## src/rtl/lcd_framebuffer_writer_if.sv

```systemverilog
// Framebuffer BRAM write port: linear address, data and write request, with ready backpressure.
// Data is 16-bit RGB565 when FB_RGB_EN is defined, otherwise the raw 2-bit shade.
interface lcd_framebuffer_writer_if #(
    parameter int X_MAX = 160,
    parameter int Y_MAX = 144
);
    localparam int ADDR_W = $clog2(X_MAX * Y_MAX);
`ifdef FB_RGB_EN
    localparam int DATA_W = 16;
`else
    localparam int DATA_W = 2;
`endif

    logic [ADDR_W-1:0] fb_addr_out;
    logic [DATA_W-1:0] fb_data_out;
    logic              fb_we_out;
    logic              fb_ready_in;

    modport master (
        output fb_addr_out,
        output fb_data_out,
        output fb_we_out,
        input  fb_ready_in
    );

    modport slave (
        input  fb_addr_out,
        input  fb_data_out,
        input  fb_we_out,
        output fb_ready_in
    );
endinterface

```

## src/rtl/lcd_framebuffer_writer.sv

```systemverilog
// Writes PPU pixel shades into the framebuffer BRAM through a skid FIFO, blanking when the LCD turns off.
// Optional macro FB_RGB_EN: convert shades to RGB565 and blank with the shade-0 colour.
module lcd_framebuffer_writer #(
    parameter int X_MAX      = 160,
    parameter int Y_MAX      = 144,
    parameter int SKID_DEPTH = 4,
    localparam int X_W       = $clog2(X_MAX),
    localparam int Y_W       = $clog2(Y_MAX)
) (
    input  logic                            clk_in,
    input  logic                            rst_in,
    input  logic [1:0]                      pixel_in,
    input  logic                            pixel_valid_in,
    input  logic                            frame_start_in,
    input  logic                            lcd_enable_in,
    lcd_framebuffer_writer_if.master        fb,
    output logic [X_W-1:0]                  x_out,
    output logic [Y_W-1:0]                  y_out,
    output logic                            frame_done_out,
    output logic                            overflow_out
);
    localparam int ADDR_W = $clog2(X_MAX * Y_MAX);
    localparam int PTR_W  = $clog2(SKID_DEPTH);
    localparam int CNT_W  = PTR_W + 1;
    localparam logic [ADDR_W-1:0] LAST_ADDR = ADDR_W'(X_MAX * Y_MAX - 1);
    localparam logic [X_W-1:0]    LAST_X    = X_W'(X_MAX - 1);
    localparam logic [CNT_W-1:0]  FULL_CNT  = CNT_W'(SKID_DEPTH);
`ifdef FB_RGB_EN
    localparam int DATA_W = 16;
    localparam logic [DATA_W-1:0] BLANK_DATA = 16'hE7DA;
`else
    localparam int DATA_W = 2;
    localparam logic [DATA_W-1:0] BLANK_DATA = 2'b00;
`endif

    typedef enum logic [1:0] {
        IDLE   = 2'd0,
        ACTIVE = 2'd1,
        DONE   = 2'd2,
        BLANK  = 2'd3
    } state_e;

    state_e            state_q, state_d;
    logic              lcd_en_q, lcd_en_d;
    logic              overflow_q, overflow_d;
    logic [X_W-1:0]    x_q, x_d;
    logic [Y_W-1:0]    y_q, y_d;
    logic [ADDR_W-1:0] addr_q, addr_d;
    logic [1:0]        mem_q [SKID_DEPTH];
    logic [1:0]        mem_d [SKID_DEPTH];
    logic [PTR_W-1:0]  rd_ptr_q, rd_ptr_d;
    logic [PTR_W-1:0]  wr_ptr_q, wr_ptr_d;
    logic [CNT_W-1:0]  count_q, count_d;

    logic fb_we;
    logic accept;
    logic at_last;
    logic lcd_fall;
    logic push;
    logic push_ok;
    logic pop;
    logic flush;
    logic clear_pos;
    logic advance;

    function automatic logic [DATA_W-1:0] shade_to_data(input logic [1:0] shade);
        logic [DATA_W-1:0] result;
`ifdef FB_RGB_EN
        case (shade)
            2'd0:    result = 16'hE7DA;
            2'd1:    result = 16'h8E0E;
            2'd2:    result = 16'h334A;
            default: result = 16'h08C4;
        endcase
`else
        result = shade;
`endif
        return result;
    endfunction

    always_comb begin
        fb_we    = ((state_q == ACTIVE) && (count_q != '0)) || (state_q == BLANK);
        accept   = fb_we && fb.fb_ready_in;
        at_last  = (addr_q == LAST_ADDR);
        lcd_fall = lcd_en_q && !lcd_enable_in;
    end

    // Data is forced to zero whenever no write is requested so idle outputs stay quiet.
    always_comb begin
        fb.fb_data_out = '0;
        if (fb_we) begin
            if (state_q == BLANK) begin
                fb.fb_data_out = BLANK_DATA;
            end else begin
                fb.fb_data_out = shade_to_data(mem_q[rd_ptr_q]);
            end
        end
    end

    assign fb.fb_we_out   = fb_we;
    assign fb.fb_addr_out = addr_q;
    assign x_out          = x_q;
    assign y_out          = y_q;
    assign frame_done_out = accept && at_last;
    assign overflow_out   = overflow_q;

    always_comb begin
        state_d    = state_q;
        overflow_d = overflow_q;
        lcd_en_d   = lcd_enable_in;
        x_d        = x_q;
        y_d        = y_q;
        addr_d     = addr_q;
        mem_d      = mem_q;
        rd_ptr_d   = rd_ptr_q;
        wr_ptr_d   = wr_ptr_q;
        count_d    = count_q;
        push       = 1'b0;
        push_ok    = 1'b0;
        pop        = 1'b0;
        flush      = 1'b0;
        clear_pos  = 1'b0;
        advance    = 1'b0;

        case (state_q)
            IDLE: begin
                if (frame_start_in && lcd_enable_in) begin
                    state_d   = ACTIVE;
                    flush     = 1'b1;
                    clear_pos = 1'b1;
                    push      = pixel_valid_in;
                end
            end
            ACTIVE: begin
                // A restart before the last write counts as a short frame.
                if (frame_start_in) begin
                    flush     = 1'b1;
                    clear_pos = 1'b1;
                    push      = pixel_valid_in;
                    if (!(accept && at_last)) begin
                        overflow_d = 1'b1;
                    end
                end else if (accept && at_last) begin
                    state_d   = DONE;
                    flush     = 1'b1;
                    clear_pos = 1'b1;
                    if (pixel_valid_in || (count_q > CNT_W'(1))) begin
                        overflow_d = 1'b1;
                    end
                end else begin
                    pop     = accept;
                    advance = accept;
                    push    = pixel_valid_in;
                end
            end
            DONE: begin
                if (frame_start_in) begin
                    state_d   = ACTIVE;
                    flush     = 1'b1;
                    clear_pos = 1'b1;
                    push      = pixel_valid_in;
                end else if (pixel_valid_in) begin
                    overflow_d = 1'b1;
                end
            end
            BLANK: begin
                if (accept) begin
                    if (at_last) begin
                        state_d   = IDLE;
                        clear_pos = 1'b1;
                    end else begin
                        advance = 1'b1;
                    end
                end
            end
            default: begin
                state_d = IDLE;
            end
        endcase

        if (lcd_fall) begin
            state_d   = BLANK;
            flush     = 1'b1;
            clear_pos = 1'b1;
            push      = 1'b0;
            pop       = 1'b0;
            advance   = 1'b0;
        end

        if (clear_pos) begin
            x_d    = '0;
            y_d    = '0;
            addr_d = '0;
        end else if (advance) begin
            addr_d = addr_q + ADDR_W'(1);
            if (x_q == LAST_X) begin
                x_d = '0;
                y_d = y_q + Y_W'(1);
            end else begin
                x_d = x_q + X_W'(1);
            end
        end

        // A full FIFO still takes a push when the head leaves in the same cycle.
        if (flush) begin
            rd_ptr_d = '0;
            wr_ptr_d = '0;
            count_d  = '0;
            if (push) begin
                mem_d[0] = pixel_in;
                wr_ptr_d = PTR_W'(1);
                count_d  = CNT_W'(1);
            end
        end else begin
            push_ok = push && ((count_q != FULL_CNT) || pop);
            if (push && !push_ok) begin
                overflow_d = 1'b1;
            end
            if (push_ok) begin
                mem_d[wr_ptr_q] = pixel_in;
                wr_ptr_d        = wr_ptr_q + PTR_W'(1);
            end
            if (pop) begin
                rd_ptr_d = rd_ptr_q + PTR_W'(1);
            end
            if (push_ok && !pop) begin
                count_d = count_q + CNT_W'(1);
            end else if (pop && !push_ok) begin
                count_d = count_q - CNT_W'(1);
            end
        end
    end

    always_ff @(posedge clk_in) begin
        if (rst_in) begin
            state_q    <= IDLE;
            lcd_en_q   <= 1'b0;
            overflow_q <= 1'b0;
            x_q        <= '0;
            y_q        <= '0;
            addr_q     <= '0;
            mem_q      <= '{default: 2'b00};
            rd_ptr_q   <= '0;
            wr_ptr_q   <= '0;
            count_q    <= '0;
        end else begin
            state_q    <= state_d;
            lcd_en_q   <= lcd_en_d;
            overflow_q <= overflow_d;
            x_q        <= x_d;
            y_q        <= y_d;
            addr_q     <= addr_d;
            mem_q      <= mem_d;
            rd_ptr_q   <= rd_ptr_d;
            wr_ptr_q   <= wr_ptr_d;
            count_q    <= count_d;
        end
    end
endmodule
```

## src/flat_wrapper.sv

```systemverilog
// flat-port wrapper written by rule: the top's interface ports become plain ports
module lcd_framebuffer_writer_flat 
#(
    parameter int X_MAX      = 160,
    parameter int Y_MAX      = 144,
    parameter int SKID_DEPTH = 4,
    localparam int X_W       = $clog2(X_MAX),
    localparam int Y_W       = $clog2(Y_MAX)
)
  (clk_in, rst_in, pixel_in, pixel_valid_in, frame_start_in, lcd_enable_in, x_out, y_out, frame_done_out, overflow_out, fb_fb_addr_out, fb_fb_data_out, fb_fb_we_out, fb_fb_ready_in);
  lcd_framebuffer_writer_if #(.X_MAX(X_MAX), .Y_MAX(Y_MAX)) fb_i ();
  input  logic clk_in;
  input  logic rst_in;
  input  logic [1:0] pixel_in;
  input  logic pixel_valid_in;
  input  logic frame_start_in;
  input  logic lcd_enable_in;
  output logic [X_W-1:0] x_out;
  output logic [Y_W-1:0] y_out;
  output logic frame_done_out;
  output logic overflow_out;
  output wire logic [$bits(fb_i.fb_addr_out)-1:0] fb_fb_addr_out;
  output wire logic [$bits(fb_i.fb_data_out)-1:0] fb_fb_data_out;
  output wire logic [$bits(fb_i.fb_we_out)-1:0] fb_fb_we_out;
  input wire logic [$bits(fb_i.fb_ready_in)-1:0] fb_fb_ready_in;
  assign fb_fb_addr_out = fb_i.fb_addr_out;
  assign fb_fb_data_out = fb_i.fb_data_out;
  assign fb_fb_we_out = fb_i.fb_we_out;
  assign fb_i.fb_ready_in = fb_fb_ready_in;
  lcd_framebuffer_writer #(.X_MAX(X_MAX), .Y_MAX(Y_MAX), .SKID_DEPTH(SKID_DEPTH)) u_core (.clk_in(clk_in), .rst_in(rst_in), .pixel_in(pixel_in), .pixel_valid_in(pixel_valid_in), .frame_start_in(frame_start_in), .lcd_enable_in(lcd_enable_in), .fb(fb_i), .x_out(x_out), .y_out(y_out), .frame_done_out(frame_done_out), .overflow_out(overflow_out));
endmodule
```

## config.mk

```make
export PLATFORM = sky130hd
export DESIGN_NAME = lcd_framebuffer_writer_flat
export DESIGN_NICKNAME = d
export VERILOG_FILES = /design/src/rtl/lcd_framebuffer_writer_if.sv /design/src/rtl/lcd_framebuffer_writer.sv /design/src/flat_wrapper.sv
export SDC_FILE = /design/constraint.sdc
export NUM_CORES = 1
export LEC_CHECK = 0
export CELL_PAD_IN_SITES_DETAIL_PLACEMENT = 0
export CELL_PAD_IN_SITES_GLOBAL_PLACEMENT = 1
export CORE_MARGIN = 5
export CORE_UTILIZATION = 48
export DETAILED_ROUTE_END_ITERATION = 7
export DONT_BUFFER_PORTS = 1
export GPL_ROUTABILITY_DRIVEN = 0
export PLACE_DENSITY_LB_ADDON = 0.1
export REMOVE_ABC_BUFFERS = 1
export SLEW_MARGIN = 20
export SYNTH_ARGS = -nofsm -noshare
export SYNTH_HDL_FRONTEND = slang
export SYNTH_SLANG_ARGS = --single-unit
```

## constraint.sdc

```tcl
create_clock -name clk_in -period 2.9 [get_ports clk_in]
set_input_delay 0.29 -clock clk_in [delete_from_list [all_inputs] [get_ports clk_in]]
set_output_delay 0.29 -clock clk_in [all_outputs]
set_load 0.02 [all_outputs]
```

==> qor.csv <==
metric;value;unit
Slew @ Worst Pin;0.6585;ns
most common library cells after synthesis;50 x dfxtp_1, 27 x nor2_1, 25 x a21oi_1, 17 x ha_1;
Post-DP HPWL;5037;um
total of max-cap violations;0;
DRC Markers;0;
Setup Buffers After CTS;0;
first-pass GRT wire length;11610;um
outcome;finished, final reports clean;
Final Cycle Share;91.59;%
DIE HEIGHT;88.73;um
post-synth cell types;53;
antenna diode count;0;
internal power;1069;uW
register bit total from synthesis;50;
placed cell area;0.003137;mm2
top_reg_cell synth;dfxtp_1;
Num CTS Buffers;5;
crit path max fanout;15;
WP data required;3.14;ns
clock buffer depth;2;
htree depth;2;
Worst-path clk slew;0.09;ns
Ys Warns;0;
Crit path arrival time;2.90;ns
num ports;44;
Comb pwr share;30.1;%
global-route usage over all layers;18.51;%
final setup TNS;0;ns
final setup vio count;0;
CP cell instances;inv_1, ha_1, a211oi_1, or4_1, a21oi_1, ha_1, xor2_1, mux2_2, nor2_1;
Critical Path Source Type;flop;
vias per cell;5.897;
CTS tree;done;
Root Buffer Master;clkbuf_8;
DRT antenna net count;0;
width of the die;88.73;um
Hold Path Class;input port to flop;
most used cell, CP;ha_1;
Worst R2R Start;u_core.state_q[1];
total grt overflow;0;
delay-heaviest family, CP;adder cells;
Net Switching;577.2;uW
sequential fraction of the synthesis area;33.64;%
post-synthesis async set-or-reset flop share;0;%
FF-to-FF path depth;9;
initial antenna violation count;0;
Port Buf Inserts;0;
Crit Reg-Reg Endpoint;u_core.count_q[0];
PostCTS Resize Cnt;0;
starting DRC count in detailed routing;78;
r2r setup slk;0.24;ns
Pwr per Cell Area;511.8;mW/mm2
peak supply drop;0.3053;mV
worst setup path endpoint;u_core.count_q[0];
critical path class;flop to flop;
CTS Hold Bufs;0;
first-pass detailed-route iteration total;4;
count leader, synth;dfxtp_1;
core area;0.005991;mm2
Mapped Area;0.002975;mm2
Final Hold Viols;0;
CP endpoint kind;flop;
Slew headroom;55.76;%
sequential power share;45.4;%
dominant cell type by area after synthesis;dfxtp_1;
crit path buf inv count;1;
die area;0.007873;mm2
Core Rows;28;
final max-slew violation count;0;
CP Depth;9;
largest net degree at the start of global routing;32;
Worst setup startpoint;u_core.state_q[1];
share of cells above drive strength 1;11.58;%
Final #Nets;379;
Worst path slowest cell;or4_1;
Vias;2530;
Post-synth EDFFs;0;
Area Overhead vs Synth;8.116;%
Routed wire per std cell;15.99;um
clock power share;24.5;%
design area;0.003217;mm2
RSZ-0062 raised after global routing;false;
synth top area cells;dfxtp_1 34%, ha_1 7.1%, a21oi_1 4.2%;
Worst-Skew Late Latency;0.30;ns
switching share of power;35.05;%
Initial Util;49.67;%
Gate Count Post-Synth;344;
vias in the first global route;2397;
Yosys top cell area share;33.64;%
Avg Inst Size Synth;8.649;um2
final wirelength;6861;um
clock sinks;50;
leakage;0.001047;uW
Max Fclk;376.5;MHz
slowest stage delay, CP;0.56;ns
crit path time final;2.656;ns
Clock Skews;0.007723;ns
placed cells by master, fill, tap and decap left out, drive strengths merged, types with 7 or more instances in the layout:
| master | instances |
|---|---|
| buf | 20 |
| nor4 | 9 |
| nand3 | 14 |
| inv | 16 |
| mux2i | 9 |
| o21ai | 17 |
| or3 | 11 |
| ha | 17 |
| nand4 | 12 |
| nand2b | 15 |
| dfxtp | 50 |
| a21oi | 25 |
| nor2 | 27 |
| nor3 | 8 |
| o31ai | 8 |
| or4 | 7 |
| nand2 | 16 |
| xnor2 | 13 |
through the flow:
stage | setup WS [ns] | util, % | power [uW] | cells | hold WS, ns
finish | 0.2440 | 53.70 | 1646 | 429 | 0.05221
detailed placement | 0.2845 | 52.36 | 1261 | 422 | 0.3670
global route | 0.04074 | 53.70 | 1765 | 429 | 0.03225
floorplan | -0.5027 | - | 1134 | 327 | 0.3591
CTS | 0.2452 | 53.70 | 1662 | 429 | 0.03987
global placement | 0.3208 | 52.36 | 1255 | 422 | 0.3645
sequential cells by signal, summed over array words and instances (netlist names):
signal and flops:
u_core.fb.fb_addr_out 15, u_core.state_q 2, u_core.wr_ptr_q 2, u_core.y_out 8
u_core.overflow_out 1, u_core.rd_ptr_q 2, u_core.lcd_en_q 1, u_core.x_out 8
u_core.count_q 3, u_core.mem_q 8
power by group through the flow:
stage / clock, uW / combinational [uW] / sequential (uW)
floorplan: 0 / 374 / 760
global placement: 0 / 492 / 764
detailed placement: 0 / 496 / 765
CTS: 415 / 499 / 748
global route: 451 / 560 / 754
finish: 403 / 496 / 748
worst min-delay path by stage:
stage	slack [ns]	endpoint	cells after the start	startpoint
after CTS	0.04	u_core.count_q[0]	1	rst_in
final	0.05	u_core.count_q[0]	1	rst_in
after global routing	0.03	u_core.state_q[0]	1	rst_in
after detailed placement	0.37	u_core.count_q[0]	1	rst_in
after floorplan	0.36	u_core.state_q[0]	1	rst_in
after global placement	0.36	u_core.state_q[0]	1	rst_in
kinds of logic (layout without fill, tap and decap cells):
family          Yosys count  after routing  share of synthesized area, %
fa+ha+maj                17             17                         7.149
compound gates           75             75                         16.99
mux                      12             12                         4.920
xor+xnor                 19             19                         5.593
flops                    50             50                         33.64
simple gates            138            138                         26.79
buf+inv                  33             43                         4.920
layer usage:
layer  wire [um]  vias to the layer above  GRT usage [%]
met1        3160                     1193          23.74
met3         370                        7          4.749
met5           0                        -              0
li1            -                     1287              -
met4          65                        0          4.670
met2        3264                       43          30.97
area by class of cell:
cell class / count / area [um2]
clock buffer: 6 / 72.57
inverter: 16 / 60.06
fill: 593 / 2774
timing repair buffer: 20 / 150.1
clock inverter: 1 / 7.507
multi-input combinational: 261 / 1832
tap: 75 / 93.84
sequential: 50 / 1001
(Power assumes the default switching activity.)
